===== src/rtl/reset_sequencer.sv =====
// reset_sequencer: releases NUM_STAGES downstream reset domains in ascending order,
// waiting for each stage's ack with a bounded timeout and a fixed gap between stages.
module reset_sequencer #(
    parameter int NUM_STAGES  = 3,
    parameter int HOLD_CYCLES = 16,
    parameter int GAP_CYCLES  = 4,
    parameter int ACK_TIMEOUT = 64
) (
    input  logic                  clk,
    input  logic                  rst_ni,
    input  logic                  sw_rst_req_i,
    input  logic [NUM_STAGES-1:0] stage_ack_i,
    output logic [NUM_STAGES-1:0] stage_rst_no,
    output logic                  busy_o,
    output logic                  done_o,
    output logic                  timeout_o
);
    localparam int MAXC = (HOLD_CYCLES > GAP_CYCLES)
                        ? ((HOLD_CYCLES > ACK_TIMEOUT) ? HOLD_CYCLES : ACK_TIMEOUT)
                        : ((GAP_CYCLES > ACK_TIMEOUT) ? GAP_CYCLES : ACK_TIMEOUT);
    localparam int CW = $clog2(MAXC + 1);
    localparam int KW = (NUM_STAGES > 1) ? $clog2(NUM_STAGES) : 1;

    typedef enum logic [2:0] {HOLD, WAIT_ACK, GAP, DONE, ERROR} state_t;

    state_t                r_state, w_state;
    logic [CW-1:0]         r_cnt, w_cnt;
    logic [KW-1:0]         r_k, w_k;
    logic [NUM_STAGES-1:0] r_rst_n, w_rst_n;
    logic                  r_busy, r_done, r_timeout;

    always_comb begin
        w_state = r_state;
        w_cnt   = r_cnt;
        w_k     = r_k;
        w_rst_n = r_rst_n;
        if (sw_rst_req_i) begin
            w_state = HOLD;
            w_cnt   = '0;
            w_k     = '0;
            w_rst_n = '0;
        end else begin
            case (r_state)
                HOLD: begin
                    if (r_cnt == CW'(HOLD_CYCLES - 1)) begin
                        w_state = WAIT_ACK;
                        w_cnt   = '0;
                        w_k     = '0;
                        w_rst_n = NUM_STAGES'(1);
                    end else begin
                        w_cnt = r_cnt + 1'b1;
                    end
                end
                WAIT_ACK: begin
                    // An ack on the final wait edge still counts as an ack.
                    if (stage_ack_i[r_k]) begin
                        w_state = (r_k == KW'(NUM_STAGES - 1)) ? DONE : GAP;
                        w_cnt   = '0;
                    end else if (r_cnt == CW'(ACK_TIMEOUT - 1)) begin
                        w_state = ERROR;
                        w_cnt   = '0;
                        w_rst_n = '0;
                    end else begin
                        w_cnt = r_cnt + 1'b1;
                    end
                end
                GAP: begin
                    if (r_cnt == CW'(GAP_CYCLES - 1)) begin
                        w_state = WAIT_ACK;
                        w_cnt   = '0;
                        w_k     = r_k + 1'b1;
                        w_rst_n = r_rst_n | (NUM_STAGES'(1) << (r_k + 1'b1));
                    end else begin
                        w_cnt = r_cnt + 1'b1;
                    end
                end
                DONE:    w_rst_n = '1;
                ERROR:   w_rst_n = '0;
                default: w_state = HOLD;
            endcase
        end
    end

    always_ff @(posedge clk or negedge rst_ni) begin
        if (!rst_ni) begin
            r_state   <= HOLD;
            r_cnt     <= '0;
            r_k       <= '0;
            r_rst_n   <= '0;
            r_busy    <= 1'b1;
            r_done    <= 1'b0;
            r_timeout <= 1'b0;
        end else begin
            r_state   <= w_state;
            r_cnt     <= w_cnt;
            r_k       <= w_k;
            r_rst_n   <= w_rst_n;
            r_busy    <= (w_state == HOLD) || (w_state == WAIT_ACK) || (w_state == GAP);
            r_done    <= (w_state == DONE);
            r_timeout <= (w_state == ERROR);
        end
    end

    assign stage_rst_no = r_rst_n;
    assign busy_o       = r_busy;
    assign done_o       = r_done;
    assign timeout_o    = r_timeout;
endmodule


===== config.mk =====
export PLATFORM = sky130hd
export DESIGN_NAME = reset_sequencer
export DESIGN_NICKNAME = d
export VERILOG_FILES = /design/src/rtl/reset_sequencer.sv
export SDC_FILE = /design/constraint.sdc
export NUM_CORES = 1
export LEC_CHECK = 0
export BUFFER_PORTS_ARGS = -buffer_cell sky130_fd_sc_hd__buf_2
export CAP_MARGIN = 0
export CORE_MARGIN = 2
export CORE_UTILIZATION = 50
export DETAILED_ROUTE_END_ITERATION = 12
export GPL_TIMING_DRIVEN = 0
export MAX_ROUTING_LAYER = met4
export PLACE_DENSITY_LB_ADDON = 0.3
export RECOVER_POWER = 100
export SYNTH_ARGS = -nofsm -noshare
export SYNTH_HDL_FRONTEND = slang
export SYNTH_SLANG_ARGS = --single-unit

===== constraint.sdc =====
create_clock -name clk -period 3.02 [get_ports clk]
set_clock_uncertainty 0.1 [all_clocks]
set_input_delay 0 -clock clk [delete_from_list [all_inputs] [get_ports clk]]
set_output_delay 0 -clock clk [all_outputs]
set_load 0.01 [all_outputs]

; ---- Word level (Yosys, flattened, before mapping)
; Index checks and enable logic that the tools add are counted.
[word_totals]
reg_bits = 18
latch_bits = 0
ramBits = 0
romBits = 0
in_bits = 6
output_inout_bits = 6
mem_count = 0
[classes]
add_sub_neg = 2
mul = 0
div_mod_pow = 0
order_cmp = 1
n_eq_ne = 16
n_shift = 1
n_mux = 25
n_bitwise = 1
n_reduce_logical = 10
[op_table]
columns = op, n
row1 = 7-bit 2-to-1 mux, 5
row2 = 3-bit 2-to-1 mux, 10
row3 = 7-bit one-hot mux with 3 select lines, 1
row4 = 3-bit one-hot mux with 5 select lines, 1
row5 = "3-bit by 2-bit == test with 1-bit output, second input constant", 4
row6 = "3-bit != test, second input constant", 4
row7 = 3-bit one-hot mux with 4 select lines, 1
row8 = "7-bit by 1-bit adder with 7-bit output, second input constant", 1
row9 = "7-bit by 2-bit == test with 1-bit output, second input constant", 1
row10 = "7-bit by 4-bit == test with 1-bit output, second input constant", 1
row11 = "7-bit by 6-bit == test with 1-bit output, second input constant", 1
row12 = "3-bit by 1-bit == test with 1-bit output, second input constant", 2
row13 = "3-bit == test, second input constant", 2
row14 = 3-bit zero test, 2
row15 = 2-bit 2-to-1 mux, 3
row16 = 6-bit nonzero test, 1
row17 = 5-bit AND reduction, 1
row18 = 2-bit one-hot mux with 2 select lines, 1
row19 = 4-bit nonzero test, 1
row20 = "2-bit by 3-bit < comparator with 1-bit output, second input constant", 1
row21 = 3-bit OR, 1
row22 = 3-bit AND reduction, 1
row23 = 3-bit nonzero test, 1
row24 = "1-bit by 2-bit << shifter with 3-bit output, first input constant", 1
row25 = other kinds (6), 8

; ---- Longest topological paths before layout
[depth]
word_depth = 8
depth_mapped = 8
depth_no_buf = 6

; ---- Least setup slack after synthesis
; OpenSTA, ideal clock, no wires.
[synth_path]
path_type = reg2reg
start = register r_cnt[0]
end = register r_rst_n[1] (netlist: stage_rst_no[1])
setup_ns = 0.136
arrival_ns = 1.950
required_time_ns = 2.784
slack_ns = 0.834
path_stages_with_launch = 9
period_less_slack_ns = 2.186
path_cell_list = dfrtp_1 ha_1 or4b_1 buf_2 o31ai_4 a21oi_1 or3_1 buf_2 mux2i_1
[synth_between]
elab_chain_len = 3
[synth_lines]
columns = element, line_no
row1 = from (decl), 27  ; logic [CW-1:0] r_cnt, w_cnt;
row2 = from (signal assigned), 95  ; r_cnt <= w_cnt;
row3 = 7-bit by 6-bit == test with 1-bit output (tied with other cells), 59  ; end else if (r_cnt == CW'(ACK_TIMEOUT - 1)) begin
row4 = 3-bit != test (no line), --
row5 = 5-bit AND reduction (no line) *, --
row6 = to (signal assigned), 97  ; r_rst_n <= w_rst_n;
row7 = to (decl), 29  ; logic [NUM_STAGES-1:0] r_rst_n, w_rst_n;
; Every way passes the cells marked *; elsewhere a longest branch is shown, timed or not.
; A chain may end at the register's enable or synchronous reset.

; ---- Final worst setup path
[layout_path]
start = register r_cnt[0]
end = register r_rst_n[2] (netlist: stage_rst_no[2])
; Same word-level chain as after synthesis.

==> results.sh <==
export IMPL_outcome="finished clean"
export IMPL_placed_cells_incl_taps=178
export IMPL_die_area_mm2=0.00283
export IMPL_drt_iter0_markers=31
export IMPL_async_reset_ff_frac=1.00
export IMPL_crit_required_ps=3090
export IMPL_synth_fp_nets=150
export IMPL_post_cts_buffers=0
export IMPL_min_period_over_period=0.833
export IMPL_drv_slew=0
export IMPL_diodes=0
export IMPL_arrival_ps=2580
export IMPL_clock_latency_ps=290
export IMPL_r2r_slack_ps=510
export IMPL_intPower_w=0.000324
export IMPL_reg2reg_to="stage_rst_no[2]$_DFFE_PN0P_"
export IMPL_crit_slowest_cell="or4b_1"
export IMPL_htreeDepth=1
export IMPL_grt_ovfl_total=0
export IMPL_cp_common_cell="clkbuf_1"
export IMPL_ys_types=42
export IMPL_worstSetupPathType="flip-flop to flip-flop"
export IMPL_placed_area_mm2=0.00130
export IMPL_synth_edf_count=0
export IMPL_cts_made_buffers=3
export IMPL_synthesis_area_mm2=0.00121
export IMPL_drive_gt1_frac=0.0833
export IMPL_grt_pass1_wl_um=4850
export IMPL_path_max_fanout=8
export IMPL_initial_core_util=0.537
export IMPL_min_path_cells=5
export IMPL_final_area_mm2=0.00134
export IMPL_port_buffers=11
export IMPL_die_w_um=53.2
export IMPL_worst_pin_slew_ps=999
export IMPL_utilization=0.592
export IMPL_ant_nets=0
export IMPL_drc=0
export IMPL_syn_inst=139
export IMPL_min_to="timeout_o$_DFF_PN0_"
export IMPL_grt_max_degree=19
export IMPL_fill_cells=243
export IMPL_seqPwrFrac=0.565
export IMPL_cts_sinks=18
export IMPL_fin_setup_tns_ps=0
export IMPL_hpwlAfterDp_um=2050
export IMPL_nets=168
export IMPL_cap_violations=0
export IMPL_rsz0062_at_grt="no"
export IMPL_stdcell_count=184
export IMPL_ios=12
export IMPL_crit_path_end_kind="flip-flop"
export IMPL_routabilityCongestion=0.911
export IMPL_synth_seq_area_share=0.373
export IMPL_first_pass_iters=4
export IMPL_r2r_start="r_cnt[0]$_DFFE_PN0P_"
export IMPL_finalHoldViolations=0
export IMPL_vias=1115
export IMPL_r2r_cells=8
export IMPL_cts_tree="yes"
export IMPL_die_h_um=53.2
export IMPL_p_sw_frac=0.288
export IMPL_p_sw_w=0.000131
export IMPL_path_cells="ha_1 > or4b_1 > clkbuf_1 > o31ai_4 > a21oi_1 > or3_1 > clkbuf_1 > mux2i_1"
export IMPL_setup_worst_path_start_class="flip-flop"
export IMPL_critPathMaxStageDelay_ps=440
export IMPL_irDropWorstVdd_mv=0.202
export IMPL_final_cell_mix="dfrtp_1 (17), clkbuf_1 (16), nand2_1 (12), nor2_1 (12), a21oi_1 (12)"
export IMPL_final_min_clock_period_ps=2510
export IMPL_fp_coreArea_mm2=0.00225
export IMPL_avgSynthCellArea_um2=8.70
export IMPL_power_leakage_nw=0.532
export IMPL_grt_total_usage=0.246
export IMPL_grt_pass1_vias=1053
export IMPL_layout_commonest_cell="dfrtp_1"
export IMPL_hold_path_class="input port to flip-flop"
export IMPL_routedWlPerCell_um=15.3
export IMPL_synthFlopType="dfrtp_1"
export IMPL_clk_path_buf_depth=2
export IMPL_fp_row_count=17
export IMPL_ys_seq_elements=18
export IMPL_min_from="stage_ack_i[1]"
export IMPL_fmax_mhz=398
export IMPL_cts_root_buf="clkbuf_4"
export IMPL_pwr_share_clk=0.282
export IMPL_wirelength_um=2810
export IMPL_synthToLayoutAreaGrowth_pct=10.3
export IMPL_finalSetupViolCount=0
export IMPL_power_per_cell_area_mw_per_mm2=340
export IMPL_combPwrFrac=0.154
export IMPL_clk_pin_slew_ps=110
export IMPL_yosysWarnings=0
export IMPL_antenna_found_initial=0
export IMPL_slew_headroom=0.334
export IMPL_viasPerCell=6.06
cell type report:
type | instances | area, um^2 | share of cell area
multi-input cells | 106 | 697 | 0.522
flip-flops and latches | 18 | 452 | 0.338
repair buffers | 13 | 66.3 | 0.0497
plain buffers | 10 | 40.0 | 0.0300
well taps | 28 | 35.0 | 0.0262
clock buffers | 4 | 26.3 | 0.0197
inverters | 5 | 18.8 | 0.0141
cell usage after synthesis (2+ instances only):
library cell | n | area [um^2]
a211oi_1 | 3 | 22.5
a21oi_1 | 12 | 60.1
a22o_1 | 2 | 17.5
a32o_1 | 2 | 20.0
and2_1 | 3 | 18.8
buf_2 | 4 | 20.0
clkbuf_1 | 6 | 22.5
dfrtp_1 | 17 | 425
ha_1 | 5 | 62.6
inv_1 | 5 | 18.8
mux2i_1 | 6 | 60.1
nand2_1 | 12 | 45.0
nand2b_1 | 4 | 25.0
nand3_1 | 5 | 25.0
nor2_1 | 12 | 45.0
nor3_1 | 4 | 20.0
o211ai_1 | 3 | 22.5
o21ai_0 | 6 | 30.0
o2bb2ai_1 | 2 | 17.5
o311ai_0 | 2 | 17.5
or3_1 | 3 | 18.8
per-layer routing:
metal / share of wire / track usage / routed length [um]
met4: 0.018 / 0.0983 / 50
met5: 0 / - / 0
met3: 0.048 / 0.0339 / 136
met2: 0.47 / 0.385 / 1320
met1: 0.46 / 0.321 / 1300
worst max path at each step:
stage / to / from / cells past startpoint / slack [ps]
5_1_grt: stage_rst_no[2]$_DFFE_PN0P_ / r_cnt[0]$_DFFE_PN0P_ / 7 / 330
6_report: stage_rst_no[2]$_DFFE_PN0P_ / r_cnt[0]$_DFFE_PN0P_ / 8 / 510
2_1_floorplan: stage_rst_no[1]$_DFFE_PN0P_ / r_cnt[0]$_DFFE_PN0P_ / 8 / 830
4_1_cts: stage_rst_no[2]$_DFFE_PN0P_ / r_cnt[0]$_DFFE_PN0P_ / 7 / 580
3_5_place_dp: stage_rst_no[2]$_DFFE_PN0P_ / r_cnt[0]$_DFFE_PN0P_ / 7 / 600
3_3_place_gp: stage_rst_no[1]$_DFFE_PN0P_ / r_cnt[0]$_DFFE_PN0P_ / 8 / 670
stage by stage:
step / hold slack (ps) / total power (W) / setup WS (ps)
2_1_floorplan: -396 / 0.000306 / 834
3_3_place_gp: -155 / 0.000327 / 669
3_5_place_dp: -141 / 0.000330 / 596
4_1_cts: 68.5 / 0.000458 / 581
5_1_grt: 177 / 0.000476 / 328
6_report: 119 / 0.000455 / 506
power groups by stage:
stage          sequential [W]  combinational [W]  clock [W]
6_report             0.000257          0.0000699   0.000128
3_3_place_gp         0.000261          0.0000659          0
5_1_grt              0.000258          0.0000792   0.000138
2_1_floorplan        0.000259          0.0000471          0
4_1_cts              0.000257          0.0000705   0.000131
3_5_place_dp         0.000261          0.0000682          0
worst max-delay path: cells and delay by family (launching register included):
kind	cells	cell delay (ps)
buffers and inverters	2	390
AO/OA/AOI/OAI	2	320
multiplexers	1	140
AND/OR/NAND/NOR	2	760
adder cells (fa/ha/maj)	1	240
flip-flops	1	430
registers in the layout, indices dropped and copies added (netlist names):
name          flops
done_o            1
stage_rst_no      3
timeout_o         1
r_state           3
r_cnt             7
busy_o            1
r_k               2
repair_timing:
action                    CTS  global route
hold buffers                2             0
gates resized for setup     0             0
hold endpoints to repair   19             0
cell families after synthesis:
family                     Yosys count  synth area share
AOI/OAI and AO/OA                   42             0.246
and+or+nand+nor                     53             0.229
buffers and inverters               15            0.0507
muxes                                6            0.0496
adders and majority gates            5            0.0517
DFF                                 18             0.373
Note: power is estimated with default switching activity, not from simulation.
